## src/rtl/vbu_pkg.sv

```systemverilog
// Shared float-format definitions for the vector bias unit (default 16-bit, 5-bit exponent).
// The optional ReLU output stage is enabled with the VECTOR_BIAS_RELU_EN macro.
package vbu_pkg;

    localparam int VBU_DATA_W = 16;
    localparam int VBU_EXP_W  = 5;
    localparam int VBU_MAN_W  = VBU_DATA_W - 1 - VBU_EXP_W;

    typedef struct packed {
        logic                 sign;
        logic [VBU_EXP_W-1:0] exp;
        logic [VBU_MAN_W-1:0] man;
    } vbu_fp_t;

    localparam logic [VBU_EXP_W-1:0] VBU_EXP_ONES = '1;
    localparam vbu_fp_t              VBU_POS_ZERO = '0;

    // Subnormals carry a zero exponent field and are treated as +0.
    function automatic vbu_fp_t vbu_ftz(input vbu_fp_t x);
        return (x.exp == '0) ? VBU_POS_ZERO : x;
    endfunction

endpackage

```

## src/rtl/vbu_fp_add.sv

```systemverilog
// One lane of the bias adder: float add (truncating, flush-to-zero, overflow to inf)
// computed in the first stage and carried through ADD_LAT enabled pipeline registers.
module vbu_fp_add
    import vbu_pkg::*;
#(
    parameter int DATA_WIDTH = VBU_DATA_W,
    parameter int EXP_WIDTH  = VBU_EXP_W,
    parameter int ADD_LAT    = 2
) (
    input  logic                  clk,
    input  logic                  en_i,
    input  logic [DATA_WIDTH-1:0] a_i,
    input  logic [DATA_WIDTH-1:0] b_i,
    output logic [DATA_WIDTH-1:0] sum_o
);

    localparam int MAN_W   = DATA_WIDTH - 1 - EXP_WIDTH;
    localparam int EXT_W   = MAN_W + 4;
    localparam int EXP_MAX = (1 << EXP_WIDTH) - 1;

    logic [DATA_WIDTH-1:0] pipe_q [ADD_LAT];

    // Three guard bits plus a sticky bit keep truncation exact after the alignment shift.
    function automatic logic [DATA_WIDTH-1:0] fp_add(input logic [DATA_WIDTH-1:0] a,
                                                      input logic [DATA_WIDTH-1:0] b);
        logic [EXP_WIDTH-1:0] ea, eb, e_big, e_sml;
        logic [MAN_W-1:0]     ma, mb;
        logic                 swap, s_big, s_sml;
        logic [EXT_W-1:0]     x_big, x_sml, lost, norm;
        logic [EXT_W:0]       sum;
        int                   shamt, exp_r, msb;

        ea = a[DATA_WIDTH-2 -: EXP_WIDTH];
        eb = b[DATA_WIDTH-2 -: EXP_WIDTH];
        ma = (ea == '0) ? '0 : a[MAN_W-1:0];
        mb = (eb == '0) ? '0 : b[MAN_W-1:0];

        swap  = {ea, ma} < {eb, mb};
        e_big = swap ? eb : ea;
        e_sml = swap ? ea : eb;
        s_big = swap ? b[DATA_WIDTH-1] : a[DATA_WIDTH-1];
        s_sml = swap ? a[DATA_WIDTH-1] : b[DATA_WIDTH-1];
        x_big = (e_big == '0) ? '0 : {1'b1, (swap ? mb : ma), 3'b000};
        x_sml = (e_sml == '0) ? '0 : {1'b1, (swap ? ma : mb), 3'b000};

        shamt = int'(e_big) - int'(e_sml);
        lost  = x_sml & ~({EXT_W{1'b1}} << shamt);
        x_sml = (x_sml >> shamt) | {{(EXT_W-1){1'b0}}, |lost};

        if (s_big == s_sml) sum = {1'b0, x_big} + {1'b0, x_sml};
        else                sum = {1'b0, x_big} - {1'b0, x_sml};

        exp_r = int'(e_big);
        msb   = 0;
        if (sum[EXT_W]) begin
            norm  = sum[EXT_W:1];
            exp_r = exp_r + 1;
        end else begin
            for (int i = 0; i < EXT_W; i++) begin
                if (sum[i]) msb = i;
            end
            norm  = sum[EXT_W-1:0] << (EXT_W - 1 - msb);
            exp_r = exp_r - (EXT_W - 1 - msb);
        end

        if (sum == '0 || exp_r <= 0) return '0;
        if (exp_r >= EXP_MAX)        return {s_big, {EXP_WIDTH{1'b1}}, {MAN_W{1'b0}}};
        return {s_big, EXP_WIDTH'(exp_r), norm[EXT_W-2 -: MAN_W]};
    endfunction

    always_ff @(posedge clk) begin
        if (en_i) begin
            pipe_q[0] <= fp_add(a_i, b_i);
            for (int i = 1; i < ADD_LAT; i++) begin
                pipe_q[i] <= pipe_q[i-1];
            end
        end
    end

    assign sum_o = pipe_q[ADD_LAT-1];

endmodule

```

## src/rtl/vector_bias_unit.sv

```systemverilog
// Streaming lane-parallel float bias adder with valid/ready backpressure.
// Define VECTOR_BIAS_RELU_EN to add the relu_en port and the output ReLU clamp.
module vector_bias_unit
    import vbu_pkg::*;
#(
    parameter int  DATA_WIDTH = VBU_DATA_W,
    parameter int  EXP_WIDTH  = VBU_EXP_W,
    parameter int  LENGTH     = 16,
    parameter int  LANES      = 4,
    parameter int  ADD_LAT    = 2,
    localparam int BEATS      = LENGTH / LANES,
    localparam int ADDR_W     = (BEATS > 1) ? $clog2(BEATS) : 1
) (
    input  logic                        clk,
    input  logic                        reset,
    input  logic                        in_valid,
    output logic                        in_ready,
    input  logic [LANES*DATA_WIDTH-1:0] in_x,
    input  logic                        bias_we,
    input  logic [ADDR_W-1:0]           bias_addr,
    input  logic [LANES*DATA_WIDTH-1:0] bias_wdata,
    output logic                        out_valid,
    input  logic                        out_ready,
    output logic [LANES*DATA_WIDTH-1:0] out_data,
    output logic                        out_last
`ifdef VECTOR_BIAS_RELU_EN
    ,
    input  logic                        relu_en
`endif
);

    localparam int VEC_W = LANES * DATA_WIDTH;

    logic [VEC_W-1:0]  bias_q [BEATS];
    logic [ADDR_W-1:0] cnt_q, cnt_d;
    logic              stall, adv, accept, last_tag;

    logic              vld_p0, last_p0;
    logic [VEC_W-1:0]  x_p0, b_p0;
    logic [ADD_LAT-1:0] vld_sh_q, last_sh_q;
    logic [VEC_W-1:0]  sum_w;

    logic              out_valid_q, out_last_q;
    logic [VEC_W-1:0]  out_data_q, out_data_d;

    assign stall    = out_valid_q && !out_ready;
    assign adv      = !stall;
    assign in_ready = adv;
    assign accept   = in_valid && adv;
    assign last_tag = (int'(cnt_q) == BEATS - 1);
    assign cnt_d    = last_tag ? '0 : cnt_q + ADDR_W'(1);

    // Bias writes are independent of the stall; a same-cycle accept still reads the old slot.
    always_ff @(posedge clk) begin
        if (reset) begin
            for (int i = 0; i < BEATS; i++) bias_q[i] <= '0;
        end else if (bias_we && int'(bias_addr) < BEATS) begin
            bias_q[bias_addr] <= bias_wdata;
        end
    end

    always_ff @(posedge clk) begin
        if (reset) begin
            cnt_q       <= '0;
            vld_p0      <= 1'b0;
            last_p0     <= 1'b0;
            vld_sh_q    <= '0;
            last_sh_q   <= '0;
            out_valid_q <= 1'b0;
            out_last_q  <= 1'b0;
            out_data_q  <= '0;
        end else begin
            if (accept) cnt_q <= cnt_d;
            if (adv) begin
                vld_p0       <= accept;
                last_p0      <= last_tag;
                vld_sh_q[0]  <= vld_p0;
                last_sh_q[0] <= last_p0;
                for (int i = 1; i < ADD_LAT; i++) begin
                    vld_sh_q[i]  <= vld_sh_q[i-1];
                    last_sh_q[i] <= last_sh_q[i-1];
                end
                out_valid_q <= vld_sh_q[ADD_LAT-1];
                out_last_q  <= last_sh_q[ADD_LAT-1];
                out_data_q  <= out_data_d;
            end
        end
    end

    // Stage 0: capture the beat and its bias slot
    always_ff @(posedge clk) begin
        if (adv) begin
            x_p0 <= in_x;
            b_p0 <= bias_q[cnt_q];
        end
    end

    for (genvar l = 0; l < LANES; l++) begin : g_lane
        vbu_fp_add #(
            .DATA_WIDTH (DATA_WIDTH),
            .EXP_WIDTH  (EXP_WIDTH),
            .ADD_LAT    (ADD_LAT)
        ) u_add (
            .clk   (clk),
            .en_i  (adv),
            .a_i   (x_p0[l*DATA_WIDTH +: DATA_WIDTH]),
            .b_i   (b_p0[l*DATA_WIDTH +: DATA_WIDTH]),
            .sum_o (sum_w[l*DATA_WIDTH +: DATA_WIDTH])
        );
    end

    // Output stage: optional ReLU clamp of negative lanes
    always_comb begin
        out_data_d = sum_w;
`ifdef VECTOR_BIAS_RELU_EN
        if (relu_en) begin
            for (int l = 0; l < LANES; l++) begin
                if (sum_w[l*DATA_WIDTH + DATA_WIDTH - 1]) out_data_d[l*DATA_WIDTH +: DATA_WIDTH] = '0;
            end
        end
`endif
    end

    assign out_valid = out_valid_q;
    assign out_last  = out_last_q;
    assign out_data  = out_data_q;

endmodule
```

## config.mk

```make
export PLATFORM = sky130hd
export DESIGN_NAME = vector_bias_unit
export DESIGN_NICKNAME = d
export VERILOG_FILES = /design/src/rtl/vbu_pkg.sv /design/src/rtl/vbu_fp_add.sv /design/src/rtl/vector_bias_unit.sv
export SDC_FILE = /design/constraint.sdc
export NUM_CORES = 2
export LEC_CHECK = 0
export ABC_CLOCK_PERIOD_IN_PS = 16170
export CORE_MARGIN = 3
export CORE_UTILIZATION = 25
export CTS_CLUSTER_DIAMETER = 60
export DETAILED_ROUTE_END_ITERATION = 16
export GPL_TIMING_DRIVEN = 0
export HOLD_SLACK_MARGIN = 0.03
export PLACE_DENSITY = 0.51
export REMOVE_ABC_BUFFERS = 1
export SLEW_MARGIN = 25
export SYNTH_ARGS = -nofsm -noshare
export SYNTH_HDL_FRONTEND = slang
export SYNTH_SLANG_ARGS = --single-unit
export TNS_END_PERCENT = 50
```

## constraint.sdc

```tcl
create_clock -name clk -period 16.17 [get_ports clk]
set_input_delay 3.234 -clock clk [delete_from_list [all_inputs] [get_ports clk]]
set_output_delay 3.234 -clock clk [all_outputs]
set_load 0.03 [all_outputs]
```

* Word-level counts from Yosys, hierarchy flattened
Memory sizes are Yosys's and may differ from the RTL's. A register that Yosys moved wholly into a read port is not among the register bits.
Index checks and enable logic that the tools add are counted.
W data, S select, Z words.
** Word-level totals
- Bits in registers :: 74
- Memory bits (writable) :: 384
- Input port bits :: 135
- Output and inout bits :: 67
- Word-level logic and storage cells :: 287
- Memories kept :: 5
** Cells by class
- $add $sub $neg :: 25
- Order comparisons :: 12
- Eq/ne operators :: 5
- Shifts and indexed selects :: 12
- Multiplexer cells :: 170
- Bitwise gates (word level) :: 12
- Reductions and logical operators :: 38
** Memories
- bias_q :: words 4, width 64, read ports 1, clocked after memory_dff 1, write ports 4, line vector_bias_unit.sv:34 : logic [VEC_W-1:0] bias_q [BEATS];
- g_lane[0].u_add.pipe_q :: words 2, width 16, read ports 2, clocked after memory_dff 1, write ports 2, line vbu_fp_add.sv:21 : logic [DATA_WIDTH-1:0] pipe_q [ADD_LAT];
- g_lane[1].u_add.pipe_q :: words 2, width 16, read ports 2, clocked after memory_dff 1, write ports 2, line vbu_fp_add.sv:21
- g_lane[2].u_add.pipe_q :: words 2, width 16, read ports 2, clocked after memory_dff 1, write ports 2, line vbu_fp_add.sv:21
- g_lane[3].u_add.pipe_q :: words 2, width 16, read ports 2, clocked after memory_dff 1, write ports 2, line vbu_fp_add.sv:21
** Operators with widths (count)
- $mux W32 :: 16
- $mux W16 :: 20
- $mux W10 :: 16
- $ge A32 B6 Y1 const B :: 4
- $le A32 B1 Y1 const B :: 4
- $shl A14 B32 Y13 :: 4
- $shl A14 B32 Y14 const A :: 4
- $shr A14 B32 Y14 :: 4
- $sub A5 B32 Y32 const A :: 4
- $sub A6 B32 Y32 :: 4
- $mux W15 :: 8
- $mux W14 :: 8
- $mux W4 :: 24
- $logic_not A5 Y1 :: 16
- $mux W64 :: 1
- $reduce_or A64 Y1 :: 1
- $add A14 B14 Y15 :: 4
- $logic_not A15 Y1 :: 4
- $lt A15 B15 Y1 :: 4
- $sub A14 B14 Y15 :: 4
- $and A14 B14 Y14 :: 4
- $not A14 Y14 :: 4
- $or A14 B1 Y14 :: 4
- $reduce_or A14 Y1 :: 4
- 13 further kinds :: 104

* Depth between registers and ports, before layout
- Depth after elaboration :: 41
- Mapped depth :: 59
- Mapped depth without buffers :: 52

* Modules after synthesis
Synthesis repeated with hierarchy kept, for this count alone.
** Second synthesis, totals
- Cells, all modules :: 4129
- Area, all modules :: 41422.2 µm²
** Modules (own cells, without submodules)
- vector_bias_unit :: times used 1, cells each 1078, area each 17463.0 µm², sequential area each 13012.5 µm²
- vbu_fp_add at g_lane[0].u_add ... :: times used 2, cells each 785, area each 6120.9 µm², sequential area each 960.9 µm²
- vbu_fp_add at g_lane[3].u_add :: times used 1, cells each 796, area each 6227.2 µm², sequential area each 960.9 µm²
- vbu_fp_add at g_lane[2].u_add :: times used 1, cells each 685, area each 5490.3 µm², sequential area each 960.9 µm²

* Least setup slack after synthesis
No wires, ideal clock.
- Path type :: in2out
- Start :: input port out_ready
- End :: output port in_ready
- Arrival time :: 10.902 ns
- Required time :: 12.936 ns
- Slack :: 2.034 ns
- Stages :: 4
- Buffers on the path :: 2
- Cell sequence :: nor2b_1 > clkbuf_1 > inv_2 > buf_1
** Between the ends
- Word-level cells in the longest chain between the ends :: 3
** Ends and longest elaborated chain
- start: declaration :: line vector_bias_unit.sv:23 : input logic out_ready,
- $logic_not A1 Y1 :: line vector_bias_unit.sv:46 : assign stall = out_valid_q && !out_ready;
- $logic_and A1 B1 Y1 :: line vector_bias_unit.sv:46
- $logic_not A1 Y1 :: line vector_bias_unit.sv:47 : assign adv = !stall;
- end: declaration :: line vector_bias_unit.sv:17 : output logic in_ready,
No other way between the ends.

==> flow_metrics.env <==
export IMPL_outcome="finished, final reports clean"
export IMPL_hp_class="flip-flop to flip-flop"
export IMPL_critPathKind="flip-flop to flip-flop"
export IMPL_grt_pass1_vias=30600
export IMPL_postCtsHoldBufs=0
export IMPL_grt_max_degree=106
export IMPL_place_gp_congestion=0.902
export IMPL_min_period_ns=14.85
export IMPL_max_cap_violations=0
export IMPL_synth_main_ff_cell="edfxtp_1"
export IMPL_rows=144
export IMPL_clk_latency_ns=0.66
export IMPL_yosys_cell_types_count=132
export IMPL_syn_area_um2=39100
export IMPL_synth_async_sr_flop_share_pct=0
export IMPL_synth_xor_area_share_pct=2.51
export IMPL_worst_setup_path_start_kind="flip-flop"
export IMPL_fin_util_pct=30.0
export IMPL_period_share_pct=91.8
export IMPL_syn_inst=3983
export IMPL_final_cell_area_um2=46400
export IMPL_avgRoutedWirePerCell_um=19.0
export IMPL_max_freq_mhz=67.3
export IMPL_hold_viol=0
export IMPL_numPortBuffers=201
export IMPL_ant_nets=0
export IMPL_drc=0
export IMPL_fin_nets=4395
export IMPL_p_leak_uw=0.0173
export IMPL_synth_top_family_by_area="simple AND/OR/NAND/NOR gates"
export IMPL_setup_viol=0
export IMPL_cts_htree_levels=3
export IMPL_grt_overflow_total=0
export IMPL_critPathSlowestCell="a2111oi_0"
export IMPL_drtIter0Drc=2399
export IMPL_rsz0062_at_grt="no"
export IMPL_cp_max_fo=21
export IMPL_cts_buffers=76
export IMPL_drt_pass1_iter_count=5
export IMPL_fill_cells=16000
export IMPL_final_cell_mix="512 x edfxtp_1, 457 x nand2_1, 324 x nor2_1"
export IMPL_routed_wirelength_mm=118
export IMPL_num_io_pins=202
export IMPL_dp_hpwl_mm=87.7
export IMPL_grt_pass1_wl_mm=183
export IMPL_vias_per_cell=5.07
export IMPL_drive_gt1_share_pct=10.1
export IMPL_maxSlewHeadroom_pct=28.8
export IMPL_required_ns=16.52
export IMPL_cts_root_buf="clkbuf_16"
export IMPL_muxShareOfSynthArea_pct=7.92
export IMPL_synth_seq_area_share_pct=43.1
export IMPL_cp_common_cell="a21oi_1"
export IMPL_synth_compound_area_share_pct=18.2
export IMPL_avgSynthCellArea_um2=9.82
export IMPL_grt_usage_pct=14.3
export IMPL_start_util_pct=25.3
export IMPL_cts_tree="built"
export IMPL_cts_resized=0
export IMPL_ys_ff_latch=586
export IMPL_skew_ns=0.0239
export IMPL_clkSlewWorstSetupHoldPaths_ns=0.06
export IMPL_max_vdd_ir_drop_uv=144
export IMPL_die_w_um=402
export IMPL_cts_sinks=586
export IMPL_die_h_um=402
export IMPL_synth_edf_count=512
export IMPL_power_total_uw=10400
export IMPL_yosysWarnings=0
export IMPL_multi_input_comb_area_um2=20900
export IMPL_ff2ff_setup_slack_ns=1.32
export IMPL_final_common_cell="edfxtp_1"
export IMPL_synth_simple_gate_area_share_pct=19.2
export IMPL_cp_end_kind="flip-flop"
export IMPL_syn_to_final_growth_pct=18.6
export IMPL_holdWs_ns=0.405
export IMPL_max_stage_delay_ns=0.75
export IMPL_clockBufferDepth=3
export IMPL_dpl_cell_area_um2=43700
export IMPL_tightest_slew_ns=1.06
export IMPL_dp_cells=6072
export IMPL_postCtsSetupBuffers=0
export IMPL_fin_cells=6224
export IMPL_grt_antenna_before_repair=25
export IMPL_critical_path_arrival_ns=15.20
export IMPL_power_density_nw_per_um2=224
export IMPL_synth_adder_area_share_pct=5.07
export IMPL_die_area_um2=161000
export IMPL_coreArea_um2=155000
export IMPL_vias=31600
export IMPL_regArea_um2=16900
export IMPL_report_final_slew_viol_count=0
[synth_stat cells, drive strengths merged (9+ instances only)]
| master | number | area, um^2 |
|---|---|---|
| a2111oi | 19 | 219 |
| a211oi | 52 | 410 |
| a21boi | 15 | 116 |
| a21o | 51 | 383 |
| a21oi | 321 | 1610 |
| a221oi | 23 | 214 |
| a22oi | 23 | 196 |
| a311oi | 15 | 173 |
| a31o | 10 | 87.6 |
| a31oi | 51 | 338 |
| and2 | 297 | 1860 |
| and3 | 24 | 155 |
| buf | 72 | 415 |
| clkbuf | 123 | 462 |
| dfxtp | 74 | 1480 |
| edfxtp | 512 | 15400 |
| ha | 145 | 1810 |
| inv | 175 | 657 |
| mux2 | 33 | 372 |
| mux2i | 79 | 791 |
| mux4 | 86 | 1940 |
| nand2 | 460 | 1730 |
| nand2b | 21 | 131 |
| nand3 | 83 | 425 |
| nand4 | 30 | 188 |
| nor2 | 330 | 1250 |
| nor2b | 30 | 188 |
| nor3 | 106 | 551 |
| nor3b | 9 | 72.6 |
| nor4 | 31 | 221 |
| o211a | 12 | 120 |
| o211ai | 38 | 295 |
| o21a | 29 | 218 |
| o21ai | 184 | 947 |
| o221ai | 15 | 138 |
| o22ai | 27 | 183 |
| o311ai | 12 | 120 |
| o31ai | 32 | 245 |
| o32ai | 15 | 150 |
| or2 | 32 | 205 |
| or3 | 26 | 168 |
| or4 | 18 | 154 |
| xnor2 | 68 | 614 |
| xor2 | 41 | 367 |
[flip-flops by register name (all words and copies together), names as in the netlist]
name and cells:
vld_sh_q 2, g_lane.u_add.pipe_q 128, out_data 64, out_valid 1, b_p0 64, x_p0 64, last_p0 1, last_sh_q 2
bias_q 256, vld_p0 1, out_last 1, cnt_q 2
[final timing paths]
| path | startpoint | to | cells past startpoint |
|---|---|---|---|
| max | x_p0[43] | g_lane[2].u_add.pipe_q[0][15] | 47 |
| min | g_lane[0].u_add.pipe_q[0][13] | g_lane[0].u_add.pipe_q[1][13] | 0 |
| max reg2reg | x_p0[43] | g_lane[2].u_add.pipe_q[0][15] | 47 |
| min reg2reg | g_lane[0].u_add.pipe_q[0][13] | g_lane[0].u_add.pipe_q[1][13] | 0 |
[critical path: cells and delay by family, from the launching register on]
| family | cells | cell delay (ns) |
|---|---|---|
| xor+xnor | 3 | 0.90 |
| mux | 1 | 0.52 |
| buf+inv | 3 | 0.34 |
| compound gates | 24 | 6.19 |
| fa+ha+maj | 6 | 2.31 |
| flops | 1 | 0.54 |
| simple gates | 10 | 3.69 |
[metal layers]
metal	share of wire [%]	global-route usage (%)	vias to the layer above
li1	-	-	15200
met1	46	19.5	15300
met2	45	22.5	882
met3	5.9	2.88	210
met4	3.0	4.85	16
met5	0.090	0	-
[area by class of cell]
type	count	share of cell area (%)
sequential	586	36.3
clock buffer	87	4.30
inverter	178	1.46
tap	2044	5.51
clock inverter	54	1.37
multi-input combinational	3027	45.1
timing repair buffer	238	5.89
antenna	10	0.0539
[stage by stage]
stage,setup slack (ns),setup TNS [ns]
after floorplan,3.20,0
after global placement,-7.39,-2068.93
after detailed placement,1.10,0
after global routing,0.423,0
final,1.32,0
after CTS,1.03,0
[power by group]
group	internal, uW	leakage, uW	switching, uW	total [uW]
sequential	2060	0.00590	105	2160
clock	1050	0.00128	702	1750
combinational	2420	0.0101	4050	6460
total	5520	0.0173	4850	10400
[cell families after synthesis]
logic type | after synthesis
muxes | 198
xor gates and xnor gates | 109
DFF | 586
adders and majority gates | 154
AOI/OAI and AO/OA | 1040
and+or+nand+nor | 1522
buffers and inverters | 373
other | 1
No activity file was read; power rests on OpenSTA's default activity.
